`src/rtl/axi_pkg.sv`:
```
// Shared definitions for the AXI4-Lite master: response codes, FSM states, width defaults.
package axi_pkg;

  localparam int AXI_ADDR_W = 32;
  localparam int AXI_DATA_W = 32;

  localparam logic [1:0] RESP_OKAY   = 2'b00;
  localparam logic [1:0] RESP_EXOKAY = 2'b01;
  localparam logic [1:0] RESP_SLVERR = 2'b10;
  localparam logic [1:0] RESP_DECERR = 2'b11;

  typedef enum logic [2:0] {
    ST_IDLE         = 3'd0,
    ST_RD_ADDR      = 3'd1,
    ST_RD_DATA      = 3'd2,
    ST_WR_ADDR_DATA = 3'd3,
    ST_WR_RESP      = 3'd4,
    ST_RESP         = 3'd5
  } mst_state_t;

  // States in which the master is waiting on the responder.
  function automatic logic is_bus_wait(input mst_state_t s);
    return (s == ST_RD_ADDR) || (s == ST_RD_DATA) ||
           (s == ST_WR_ADDR_DATA) || (s == ST_WR_RESP);
  endfunction

endpackage

```
`src/rtl/axi_lite_master_wd.sv`:
```
// Watchdog counter: clears on transaction start, counts bus-wait cycles and
// flags expiry on the cycle the count reaches TIMEOUT_CYCLES.
module axi_lite_master_wd #(
  parameter int TIMEOUT_CYCLES = 256
) (
  input  logic i_clk,
  input  logic i_rst_n,
  input  logic i_clear,
  input  logic i_count,
  output logic o_expired
);

  localparam int CNT_W = $clog2(TIMEOUT_CYCLES + 1);

  logic [CNT_W-1:0] r_cnt;

  always_ff @(posedge i_clk or negedge i_rst_n) begin
    if (!i_rst_n) begin
      r_cnt <= '0;
    end else if (i_clear) begin
      r_cnt <= '0;
    end else if (i_count) begin
      r_cnt <= r_cnt + 1'b1;
    end
  end

  // The cycle holding count TIMEOUT_CYCLES-1 is the TIMEOUT_CYCLES-th wait cycle.
  assign o_expired = i_count && (r_cnt == CNT_W'(TIMEOUT_CYCLES - 1));

endmodule

```
`src/rtl/axi_lite_master.sv`:
```
// Single-outstanding AXI4-Lite master bridging a request/response port to AR/R and AW/W/B.
// Optional watchdog enabled by defining AXI_LITE_MASTER_TIMEOUT_EN.
module axi_lite_master
  import axi_pkg::*;
#(
  parameter int ADDR_W         = AXI_ADDR_W,
  parameter int DATA_W         = AXI_DATA_W,
  parameter int TIMEOUT_CYCLES = 256
) (
  input  logic                clock,
  input  logic                reset_n,
  // Request/response: a transfer happens on a cycle where valid and ready are
  // both high at the rising edge; a valid, once raised, stays up until taken.
  input  logic                io_req_valid,
  output logic                io_req_ready,
  input  logic                io_req_write,
  input  logic [ADDR_W-1:0]   io_req_addr,
  input  logic [DATA_W-1:0]   io_req_wdata,
  input  logic [DATA_W/8-1:0] io_req_wstrb,
  output logic                io_resp_valid,
  input  logic                io_resp_ready,
  output logic [DATA_W-1:0]   io_resp_rdata,
  output logic [1:0]          io_resp_code,
  output logic                io_resp_err,
  output logic                io_ram_awvalid,
  input  logic                io_ram_awready,
  output logic [ADDR_W-1:0]   io_ram_awaddr,
  output logic                io_ram_wvalid,
  input  logic                io_ram_wready,
  output logic [DATA_W-1:0]   io_ram_wdata,
  output logic [DATA_W/8-1:0] io_ram_wstrb,
  input  logic                io_ram_bvalid,
  output logic                io_ram_bready,
  input  logic [1:0]          io_ram_bresp,
  output logic                io_ram_arvalid,
  input  logic                io_ram_arready,
  output logic [ADDR_W-1:0]   io_ram_araddr,
  input  logic                io_ram_rvalid,
  output logic                io_ram_rready,
  input  logic [DATA_W-1:0]   io_ram_rdata,
  input  logic [1:0]          io_ram_rresp,
  output logic [2:0]          io_dbg_state
);

  mst_state_t          r_state;
  mst_state_t          w_next_state;
  logic [ADDR_W-1:0]   r_addr;
  logic [DATA_W-1:0]   r_wdata;
  logic [DATA_W/8-1:0] r_wstrb;
  logic                r_aw_done;
  logic                r_w_done;
  logic [DATA_W-1:0]   r_rdata;
  logic [1:0]          r_code;
  logic                w_aw_fin;
  logic                w_w_fin;
  logic                w_timeout;

`ifdef AXI_LITE_MASTER_TIMEOUT_EN
  axi_lite_master_wd #(
    .TIMEOUT_CYCLES(TIMEOUT_CYCLES)
  ) u_wd (
    .i_clk     (clock),
    .i_rst_n   (reset_n),
    .i_clear   ((r_state == ST_IDLE) && io_req_valid),
    .i_count   (is_bus_wait(r_state)),
    .o_expired (w_timeout)
  );
`else
  assign w_timeout = 1'b0;
`endif

  // Valids are decoded from registered state, so they drop asynchronously on reset.
  assign io_req_ready   = (r_state == ST_IDLE);
  assign io_ram_arvalid = (r_state == ST_RD_ADDR);
  assign io_ram_rready  = (r_state == ST_RD_DATA);
  assign io_ram_awvalid = (r_state == ST_WR_ADDR_DATA) && !r_aw_done;
  assign io_ram_wvalid  = (r_state == ST_WR_ADDR_DATA) && !r_w_done;
  assign io_ram_bready  = (r_state == ST_WR_RESP);
  assign io_resp_valid  = (r_state == ST_RESP);

  assign io_ram_araddr  = r_addr;
  assign io_ram_awaddr  = r_addr;
  assign io_ram_wdata   = r_wdata;
  assign io_ram_wstrb   = r_wstrb;
  assign io_resp_rdata  = r_rdata;
  assign io_resp_code   = r_code;
  assign io_resp_err    = (r_code != RESP_OKAY);
  assign io_dbg_state   = r_state;

  assign w_aw_fin = r_aw_done || io_ram_awready;
  assign w_w_fin  = r_w_done  || io_ram_wready;

  always_comb begin
    w_next_state = r_state;
    case (r_state)
      ST_IDLE:         if (io_req_valid) w_next_state = io_req_write ? ST_WR_ADDR_DATA : ST_RD_ADDR;
      ST_RD_ADDR:      if (io_ram_arready) w_next_state = ST_RD_DATA;
      ST_RD_DATA:      if (io_ram_rvalid) w_next_state = ST_RESP;
      ST_WR_ADDR_DATA: if (w_aw_fin && w_w_fin) w_next_state = ST_WR_RESP;
      ST_WR_RESP:      if (io_ram_bvalid) w_next_state = ST_RESP;
      ST_RESP:         if (io_resp_ready) w_next_state = ST_IDLE;
      default:         w_next_state = ST_IDLE;
    endcase
    // Expiry overrides any handshake landing in the same cycle.
    if (w_timeout) w_next_state = ST_RESP;
  end

  always_ff @(posedge clock or negedge reset_n) begin
    if (!reset_n) begin
      r_state   <= ST_IDLE;
      r_addr    <= '0;
      r_wdata   <= '0;
      r_wstrb   <= '0;
      r_aw_done <= 1'b0;
      r_w_done  <= 1'b0;
      r_rdata   <= '0;
      r_code    <= RESP_OKAY;
    end else begin
      r_state <= w_next_state;
      case (r_state)
        ST_IDLE: begin
          if (io_req_valid) begin
            r_addr    <= io_req_addr;
            r_wdata   <= io_req_wdata;
            r_wstrb   <= io_req_wstrb;
            r_aw_done <= 1'b0;
            r_w_done  <= 1'b0;
          end
        end
        ST_RD_DATA: begin
          if (io_ram_rvalid) begin
            r_rdata <= io_ram_rdata;
            r_code  <= io_ram_rresp;
          end
        end
        ST_WR_ADDR_DATA: begin
          if (io_ram_awready) r_aw_done <= 1'b1;
          if (io_ram_wready)  r_w_done  <= 1'b1;
        end
        ST_WR_RESP: begin
          if (io_ram_bvalid) begin
            r_rdata <= '0;
            r_code  <= io_ram_bresp;
          end
        end
        default: ;
      endcase
      if (w_timeout) begin
        r_rdata <= '0;
        r_code  <= RESP_DECERR;
      end
    end
  end

endmodule

```
`config.mk`:
```
export PLATFORM = sky130hd
export DESIGN_NAME = axi_lite_master
export DESIGN_NICKNAME = d
export VERILOG_FILES = /design/src/rtl/axi_pkg.sv /design/src/rtl/axi_lite_master_wd.sv /design/src/rtl/axi_lite_master.sv
export SDC_FILE = /design/constraint.sdc
export NUM_CORES = 1
export LEC_CHECK = 0
export CORE_MARGIN = 3
export CORE_UTILIZATION = 34
export CTS_CLUSTER_SIZE = 14
export DETAILED_ROUTE_END_ITERATION = 7
export PLACE_DENSITY_LB_ADDON = 0.15
export SYNTH_ARGS = -nofsm -noshare
export SYNTH_HDL_FRONTEND = slang
export SYNTH_SLANG_ARGS = --single-unit
```
`constraint.sdc`:
```
create_clock -name clock -period 2 [get_ports clock]
set_clock_uncertainty 0.15 [all_clocks]
set_input_delay 0.2 -clock clock [delete_from_list [all_inputs] [get_ports clock]]
set_output_delay 0.2 -clock clock [all_outputs]
set_load 0.05 [all_outputs]
```
==> flow_summary_export.csv, run 1 <==
group,metric,value,unit
yosys,seq_area_frac_synth,59.2,%
yosys,synth-async-reset-ratio,100,%
final_layout,diodes,0,
cts,cts.sinks,107,
setup_path,worst-path-buf-inv,1,
route,detailedRoute.firstPassIterationCount,6,
route,highest-signal-layer,"met4",
cts,cts_tree,"yes",
flow_run,timing.max_cap.violations,0,
sta,finalSetupViolCount,0,
setup_path,timing.critical_path.slowest_cell_delay,0.83,ns
cts,cts_buffers,9,
yosys,post_synth_main_area_contributors,"sky130_fd_sc_hd__dfrtp_1 (59%), sky130_fd_sc_hd__mux2_2 (12%), sky130_fd_sc_hd__mux2_4 (6.6%)",
final_layout,post_layout_cell_count,710,
route,drt_iter0_markers,143,
floorplan,overall_die_area,14700,um2
yosys,netlist_area,4520,um2
min_path,timing.hold.worst.class,"in -> async",
yosys,post-synth-top-count-cell,"sky130_fd_sc_hd__dfrtp_1",
setup_path,critical_path.endpoint_type,"output port",
cts,clkLatencyLatePin,0.34,ns
placed_design,number_of_placed_instances_with_taps_included,689,
cts,cts.clk_slew.worst_paths,0.07,ns
floorplan,core_area,12800,um2
setup_path,worst-r2r-setup-slack,0.10,ns
global_routing,gr-total-overflow,0,
yosys,synth_top_area_cell,"sky130_fd_sc_hd__dfrtp_1",
sta,timing.fmax,0.522,GHz
yosys,post_synth_num_cell_types,27,
route,num_vias,3232,
route,avgRoutedWirePerCell,17.5,um
placed_design,numPortBuffers,258,
route,route.met3.wl,1370,um
placed_design,routabilityCongestion,0.750,
sta,max_slew_violation_total_from_the_final_report,0,
floorplan,dieWidth,121,um
outcome,run_status,"complete, no violations",
cts,bufs_on_longest_clock_path,2,
setup_path,critical-path-top-delay-family,"buffers and inverters",
global_routing,wire_length_of_the_first_global_routing_pass,19100,um
floorplan,placement_rows,41,
yosys,postSynth.topFlopCell,"sky130_fd_sc_hd__dfrtp_1",
final_layout,syn2layout_area_growth,64.3,%
route,residual_drc,0,
sta,rsz_0062_raised_after_global_routing,"false",
floorplan,io_pins,259,
route,m1WireLength,4700,um
setup_path,required,1.65,ns
sta,max_slew.worst_pin.slew,0.555,ns
setup_path,crit_path_cell_trace,"clkdlybuf4s50_1",
global_routing,largest_net_degree_at_the_start_of_global_routing,56,
route,per_cell_via_count_in_the_routed_design,4.55,
setup_path,setup.worst_path.class,"reg -> out",
yosys,synth.avg_cell_area,15.0,um2
floorplan,chipHeight,121,um
sta,post_route_setup_tns,0,ns
final_layout,fin_nets,647,
final_layout,nFillCells,1066,
sta,finalHoldViolations,0,
yosys,yosys_register_bits,107,
sta,finalCritPeriodShare,95.8,%
final_layout,ratio_of_cells_with_drive_above_1_in_the_final_layout,22.3,%
yosys,ys_top_cells_by_count,"sky130_fd_sc_hd__dfrtp_1 (107), sky130_fd_sc_hd__mux2_2 (49), sky130_fd_sc_hd__buf_4 (39)",
yosys,synth_largest_type_area_fraction,59.2,%
yosys,synth_enable_flop_cells,0,
cts,ctsRootBufferMaster,"sky130_fd_sc_hd__clkbuf_16",
global_routing,antenna_violations_before_repair,0,
route,routed-wl-met2,6170,um
setup_path,cpMaxStageDelayCell,"sky130_fd_sc_hd__clkdlybuf4s50_1",
sta,min_period,1.92,ns
floorplan,start_util,35.3,%
yosys,yosys_warnings,0,
sta,maxSlewHeadroom,62.9,%
yosys,postSynthCellCount,302,
route,postRouteAntennaNets,0,
global_routing,grt_pass1_vias,3448,
setup_path,crit_path_start_kind,"flip-flop",
placed_design,place.detailed.hpwl,9450,um
global_routing,grt_usage,16.8,%
route,postRouteWirelength,12400,um
setup_path,worst_ep_arrival_time,1.57,ns
setup_path,critical_path_peak_fanout,3,
cts,htree_levels,3,
yosys,synthesis.nets,416,
[registers in the layout, indices dropped and copies added, names as in the netlist]
signal / count
io_dbg_state: 3
io_ram_wstrb: 4
r_aw_done: 1
io_resp_code: 2
io_resp_rdata: 32
r_w_done: 1
io_ram_wdata: 32
io_ram_araddr: 32
[metal layers]
layer / GRT usage [%] / up-vias
met3: 6.62 / 10
met5: 0 / -
met1: 19.7 / 1560
met4: 5.46 / 0
li1: - / 1497
met2: 28.1 / 165
[path summary, 6_finish.rpt]
check / startpoint / to / cells after the start
max: io_resp_code[1] / io_resp_code[1] / 1
max reg2reg: io_dbg_state[1] / io_ram_wdata[30] / 5
min in group clock: io_req_write / io_dbg_state[1] / 3
min: reset_n / io_ram_wdata[13] / 2
min reg2reg: io_resp_rdata[24] / io_resp_rdata[24] / 1
max in group asynchronous: reset_n / io_dbg_state[0] / 3
[cell usage in the layout (no fill, tap or decap), types with 2 or more instances in the layout]
cell type and instances:
sky130_fd_sc_hd__a21oi_1 5, sky130_fd_sc_hd__a22o_1 32, sky130_fd_sc_hd__and2_1 2, sky130_fd_sc_hd__buf_12 13
sky130_fd_sc_hd__buf_4 14, sky130_fd_sc_hd__clkbuf_16 9, sky130_fd_sc_hd__clkdlybuf4s50_1 243, sky130_fd_sc_hd__clkinv_2 3
sky130_fd_sc_hd__dfrtp_1 104, sky130_fd_sc_hd__dfrtp_2 3, sky130_fd_sc_hd__mux2_2 49, sky130_fd_sc_hd__mux2_4 20
sky130_fd_sc_hd__mux2i_1 4, sky130_fd_sc_hd__nand2_1 6, sky130_fd_sc_hd__nand3_1 2, sky130_fd_sc_hd__nand3b_1 3
sky130_fd_sc_hd__nor2_1 6, sky130_fd_sc_hd__nor2b_4 2, sky130_fd_sc_hd__o21ai_0 3
[what timing repair did]
item / 4_1_cts / 5_1_grt
resized for setup: 1 / 0
hold endpoints to repair: 27 / 0
hold buffers: 1 / 0
setup endpoints to repair: 1 / 2
setup buffers: 0 / 4
gates cloned: 0 / 0
[cell type report]
type / count / area, um2 / area share, %
clock inverter: 5 / 52.6 / 0.707
clock buffer: 11 / 243 / 3.27
timing repair buffer: 272 / 2820 / 37.9
sequential: 107 / 2680 / 36.1
tap: 172 / 215 / 2.90
multi-input combinational: 143 / 1420 / 19.1
[through the flow]
stage	util [%]	hold slack [ns]	setup WS, ns	instance area (um2)
floorplan	-	-0.246	-0.346	4540
finish	57.9	0.173	0.0842	7430
global placement	55.3	-0.00425	0.196	7090
global route	57.9	0.195	0.0266	7430
detailed placement	55.3	0.00613	0.157	7090
CTS	57.7	0.179	0.0402	7400
[kinds of logic (layout without fill, tap and decap cells)]
group / after synthesis / count (layout) / share of synthesized area [%]
AOI/OAI and AO/OA: 43 / 43 / 7.64
buffers and inverters: 52 / 288 / 9.52
DFF: 107 / 107 / 59.2
muxes: 73 / 73 / 19.7
and+or+nand+nor: 27 / 27 / 3.90
Power of run 1 is left out: the tool's default activity adds up to more than one toggle a clock period on the data nets, which glitch-free logic cannot reach.
==> inputs of run 2 (changes only) <==
- CORE_UTILIZATION: 34 -> 38
==> flow_summary_export.csv, run 2 (synthesis results as in run 1) <==
group,metric,value,unit
outcome,run_status,"complete, no violations",
final_layout,syn2layout_area_growth,62.4,%
final_layout,diodes,0,
final_layout,multi_input_area,1420,um2
cts,clkLatencyLatePin,0.33,ns
placed_design,place.detailed.hpwl,8860,um
sta,max_slew_violation_total_from_the_final_report,0,
sta,maxSlewHeadroom,61.6,%
route,postRouteAntennaNets,0,
route,num_vias,3215,
floorplan,chipHeight,115,um
final_layout,fin_nets,644,
sta,post_route_setup_tns,0,ns
floorplan,overall_die_area,13200,um2
global_routing,grt_pass1_vias,3326,
final_layout,layout.cells.most_common,"sky130_fd_sc_hd__clkdlybuf4s50_1",
floorplan,start_util,39.3,%
setup_path,cpMaxStageDelayCell,"sky130_fd_sc_hd__clkdlybuf4s50_1",
setup_path,worst_ep_arrival_time,1.57,ns
sta,finalCritPeriodShare,95.8,%
cts,ctsRootBufferMaster,"sky130_fd_sc_hd__clkbuf_16",
final_layout,sequential_cell_area,2680,um2
cts,cts.sinks,107,
sta,max_slew.worst_pin.slew,0.576,ns
global_routing,grt_usage,17.1,%
final_layout,ratio_of_cells_with_drive_above_1_in_the_final_layout,22.1,%
floorplan,dieWidth,115,um
global_routing,largest_net_degree_at_the_start_of_global_routing,108,
route,residual_drc,0,
placed_design,numPortBuffers,258,
sta,timing.fmax,0.522,GHz
global_routing,gr-total-overflow,0,
setup_path,crit_path_cell_trace,"clkdlybuf4s50_1",
global_routing,wire_length_of_the_first_global_routing_pass,17800,um
global_routing,antenna_violations_before_repair,0,
route,avgRoutedWirePerCell,17.5,um
setup_path,worst-path-buf-inv,1,
setup_path,setup.worst_path.class,"reg -> out",
flow_run,timing.max_cap.violations,0,
final_layout,mostFrequentLayoutCells,"sky130_fd_sc_hd__clkdlybuf4s50_1 (242), sky130_fd_sc_hd__dfrtp_1 (104), sky130_fd_sc_hd__mux2_2 (49)",
cts,cts_buffers,9,
setup_path,required,1.65,ns
placed_design,routabilityCongestion,0.735,
route,drt_iter0_markers,142,
cts,cts.clk_slew.worst_paths,0.07,ns
floorplan,placement_rows,39,
setup_path,crit_path_start_kind,"flip-flop",
cts,cts_tree,"yes",
setup_path,timing.critical_path.slowest_cell_delay,0.83,ns
floorplan,io_pins,259,
setup_path,critical_path_peak_fanout,3,
route,detailedRoute.firstPassIterationCount,4,
floorplan,core_area,11500,um2
sta,finalSetupViolCount,0,
sta,finalHoldViolations,0,
sta,rsz_0062_raised_after_global_routing,"false",
min_path,timing.hold.worst.class,"in -> async",
route,postRouteWirelength,11800,um
setup_path,critical_path.endpoint_type,"output port",
cts,bufs_on_longest_clock_path,2,
final_layout,nFillCells,886,
cts,htree_levels,3,
setup_path,critical-path-top-delay-family,"buffers and inverters",
sta,min_period,1.92,ns
route,per_cell_via_count_in_the_routed_design,4.74,
-- run 2: changes by cell type in the layout (fill, tap and decap cells not counted), sizes merged --
cell           change
clkbuf             -1
clkinvlp           +2
clkdlybuf4s50      -1
buf                -2
clkinv             -1
-- run 2: worst paths after layout --
path	startpoint	cells past startpoint	end	slack, ns
max	io_ram_araddr[13]	1	io_ram_araddr[13]	0.08
min	reset_n	3	io_ram_wdata[13]	0.32
max reg2reg	io_dbg_state[1]	4	io_ram_araddr[5]	0.16
min reg2reg	io_resp_rdata[17]	1	io_resp_rdata[17]	0.35
max in group asynchronous	reset_n	3	io_dbg_state[2]	0.89
min in group clock	io_req_write	3	io_dbg_state[1]	0.32
-- run 2: layout make-up --
| cell class | instances | share of cell area, % |
|---|---|---|
| Timing Repair Buffer | 269 | 37.7 |
| Sequential cell | 107 | 36.5 |
| Multi-Input combinational cell | 143 | 19.3 |
| Clock buffer | 10 | 3.12 |
| Tap cell | 143 | 2.44 |
| Clock inverter | 6 | 0.903 |
-- run 2: through the flow --
step                      cell area (um2)  setup WS [ns]  std cells  utilization, %  hold slack [ns]
final                                7340         0.0849        678            63.8            0.319
after global routing                 7340         0.0243        678            63.8            0.308
after CTS                            7340         0.0571        678            63.8            0.303
after detailed placement             7040          0.146        661            61.1            0.172
after global placement               7040          0.182        661            61.1            0.162
after floorplan                      4540         -0.346        302               -           -0.246
-- run 2: metal layers --
metal | track usage [%] | part of all wire, %
met5 | 0 | 0
met4 | 5.32 | 1.3
met2 | 27.1 | 49
met1 | 22.7 | 41
met3 | 5.26 | 9.1
-- run 2: what timing repair did --
| action | 4_1_cts | 5_1_grt |
|---|---|---|
| gates resized for setup | 1 | 0 |
| buffers inserted | 0 | 0 |
| endpoints found under the hold margin | 107 | 0 |
| setup endpoints to repair | 1 | 0 |
| hold buffers | 1 | 0 |
Power of run 2 is left out for the same reason.
==> inputs of run 3 (changes only) <==
- GPL_TIMING_DRIVEN: not set -> 0
==> flow_summary_export.csv, run 3 (synthesis results as in run 1) <==
group,metric,value,unit
placed_design,routabilityCongestion,0.730,
route,detailedRoute.firstPassIterationCount,4,
sta,max_slew_violation_total_from_the_final_report,0,
cts,bufs_on_longest_clock_path,2,
route,drt_iter0_markers,113,
route,residual_drc,0,
final_layout,layout.cells.most_common,"sky130_fd_sc_hd__clkdlybuf4s50_1",
cts,cts_tree,"yes",
sta,timing.fmax,0.509,GHz
final_layout,syn2layout_area_growth,68.6,%
sta,max_slew.worst_pin.slew,0.708,ns
setup_path,critical-path-top-delay-family,"buffers and inverters",
sta,finalSetupViolCount,0,
final_layout,fin_nets,689,
placed_design,numPortBuffers,258,
global_routing,gr-total-overflow,0,
final_layout,nFillCells,891,
setup_path,cpMaxStageDelayCell,"sky130_fd_sc_hd__clkdlybuf4s50_1",
route,postRouteAntennaNets,0,
setup_path,required,1.65,ns
route,highest-signal-layer,"met4",
setup_path,worst-path-buf-inv,2,
floorplan,overall_die_area,13200,um2
cts,htree_levels,3,
floorplan,dieWidth,115,um
floorplan,core_area,11500,um2
sta,maxSlewHeadroom,52.8,%
setup_path,crit_path_start_kind,"flip-flop",
route,postRouteWirelength,12300,um
cts,ctsRootBufferMaster,"sky130_fd_sc_hd__clkbuf_16",
setup_path,timing.critical_path.slowest_cell_delay,0.78,ns
final_layout,multi_input_area,1420,um2
route,m1WireLength,4730,um
global_routing,grt_pass1_vias,3567,
cts,cts.clk_slew.worst_paths,0.06,ns
final_layout,ratio_of_cells_with_drive_above_1_in_the_final_layout,26.4,%
flow_run,timing.max_cap.violations,0,
cts,clkLatencyLatePin,0.33,ns
setup_path,crit_path_cell_trace,"buf_4 -> clkdlybuf4s50_1",
floorplan,placement_rows,39,
setup_path,critical_path.endpoint_type,"output port",
floorplan,start_util,39.3,%
setup_path,critical_path_peak_fanout,3,
global_routing,largest_net_degree_at_the_start_of_global_routing,55,
global_routing,grt_usage,18.1,%
final_layout,sequential_cell_area,2680,um2
sta,finalCritPeriodShare,98.2,%
cts,cts_buffers,9,
global_routing,wire_length_of_the_first_global_routing_pass,18600,um
placed_design,place.detailed.hpwl,9700,um
final_layout,mostFrequentLayoutCells,"sky130_fd_sc_hd__clkdlybuf4s50_1 (223), sky130_fd_sc_hd__dfrtp_1 (104), sky130_fd_sc_hd__mux2_2 (49)",
sta,finalHoldViolations,0,
setup_path,setup.worst_path.class,"reg -> out",
sta,min_period,1.96,ns
sta,whs,0.309,ns
outcome,run_status,"complete, no violations",
setup_path,worst_ep_arrival_time,1.61,ns
floorplan,io_pins,259,
final_layout,diodes,0,
route,route.met3.wl,1110,um
sta,rsz_0062_raised_after_global_routing,"false",
min_path,timing.hold.worst.class,"in -> async",
route,avgRoutedWirePerCell,17.0,um
route,num_vias,3393,
cts,cts.sinks,107,
route,per_cell_via_count_in_the_routed_design,4.70,
global_routing,antenna_violations_before_repair,0,
floorplan,chipHeight,115,um
route,routed-wl-met2,6320,um
run 3: cell types whose count changed in the layout (fill, tap and decap cells not counted), moves of 2 or more:
cell	before	now
sky130_fd_sc_hd__buf_12	11	3
sky130_fd_sc_hd__buf_2	0	7
sky130_fd_sc_hd__dlymetal6s2s_1	0	13
sky130_fd_sc_hd__buf_6	0	7
sky130_fd_sc_hd__dlygate4sd2_1	1	14
sky130_fd_sc_hd__buf_4	14	41
sky130_fd_sc_hd__clkinvlp_4	3	0
sky130_fd_sc_hd__clkdlybuf4s50_1	242	223
sky130_fd_sc_hd__clkbuf_1	1	3
run 3: what timing repair did:
item / 4_1_cts / 5_1_grt
buffers inserted: 0 / 2
setup endpoints to repair: 21 / 19
endpoints found under the hold margin: 53 / 0
pin swaps: 0 / 1
resized for setup: 40 / 21
hold buffers: 1 / 0
run 3: worst paths after layout:
check	from	endpoint	slack (ns)	depth (start not counted)
max	io_ram_araddr[5]	io_ram_awaddr[5]	0.04	2
min	reset_n	io_ram_wdata[13]	0.31	2
max reg2reg	io_dbg_state[0]	io_ram_wdata[11]	0.13	7
min reg2reg	io_resp_rdata[12]	io_resp_rdata[12]	0.35	1
max in group asynchronous	reset_n	io_dbg_state[2]	0.69	3
min in group clock	io_ram_rdata[9]	io_resp_rdata[9]	0.31	2
run 3: per-stage QoR:
stage               TNS (ns)  util, %  cells  setup WS, ns  area (um2)
finish                     0     66.2    722        0.0357        7620
global route               0     66.2    722      0.000704        7620
CTS                        0     66.0    720      0.000234        7610
detailed placement    -0.440     63.6    704        -0.206        7330
global placement     -369.92     63.4    703         -3.84        7300
floorplan             -20.37        -    302        -0.346        4540
run 3: routing by layer:
metal	up-vias	global-route usage (%)
li1	1588	-
met1	1636	21.0
met2	159	32.0
met3	10	5.32
met4	0	6.18
met5	-	0
run 3: cell type report:
class / count / area share (%)
clock inverters: 6 / 0.870
plain buffers: 52 / 5.74
clock buffers: 9 / 2.95
multi-input cells: 143 / 18.6
flip-flops and latches: 107 / 35.2
repair buffers: 262 / 34.3
well taps: 143 / 2.35
Power of run 3 is left out for the same reason.
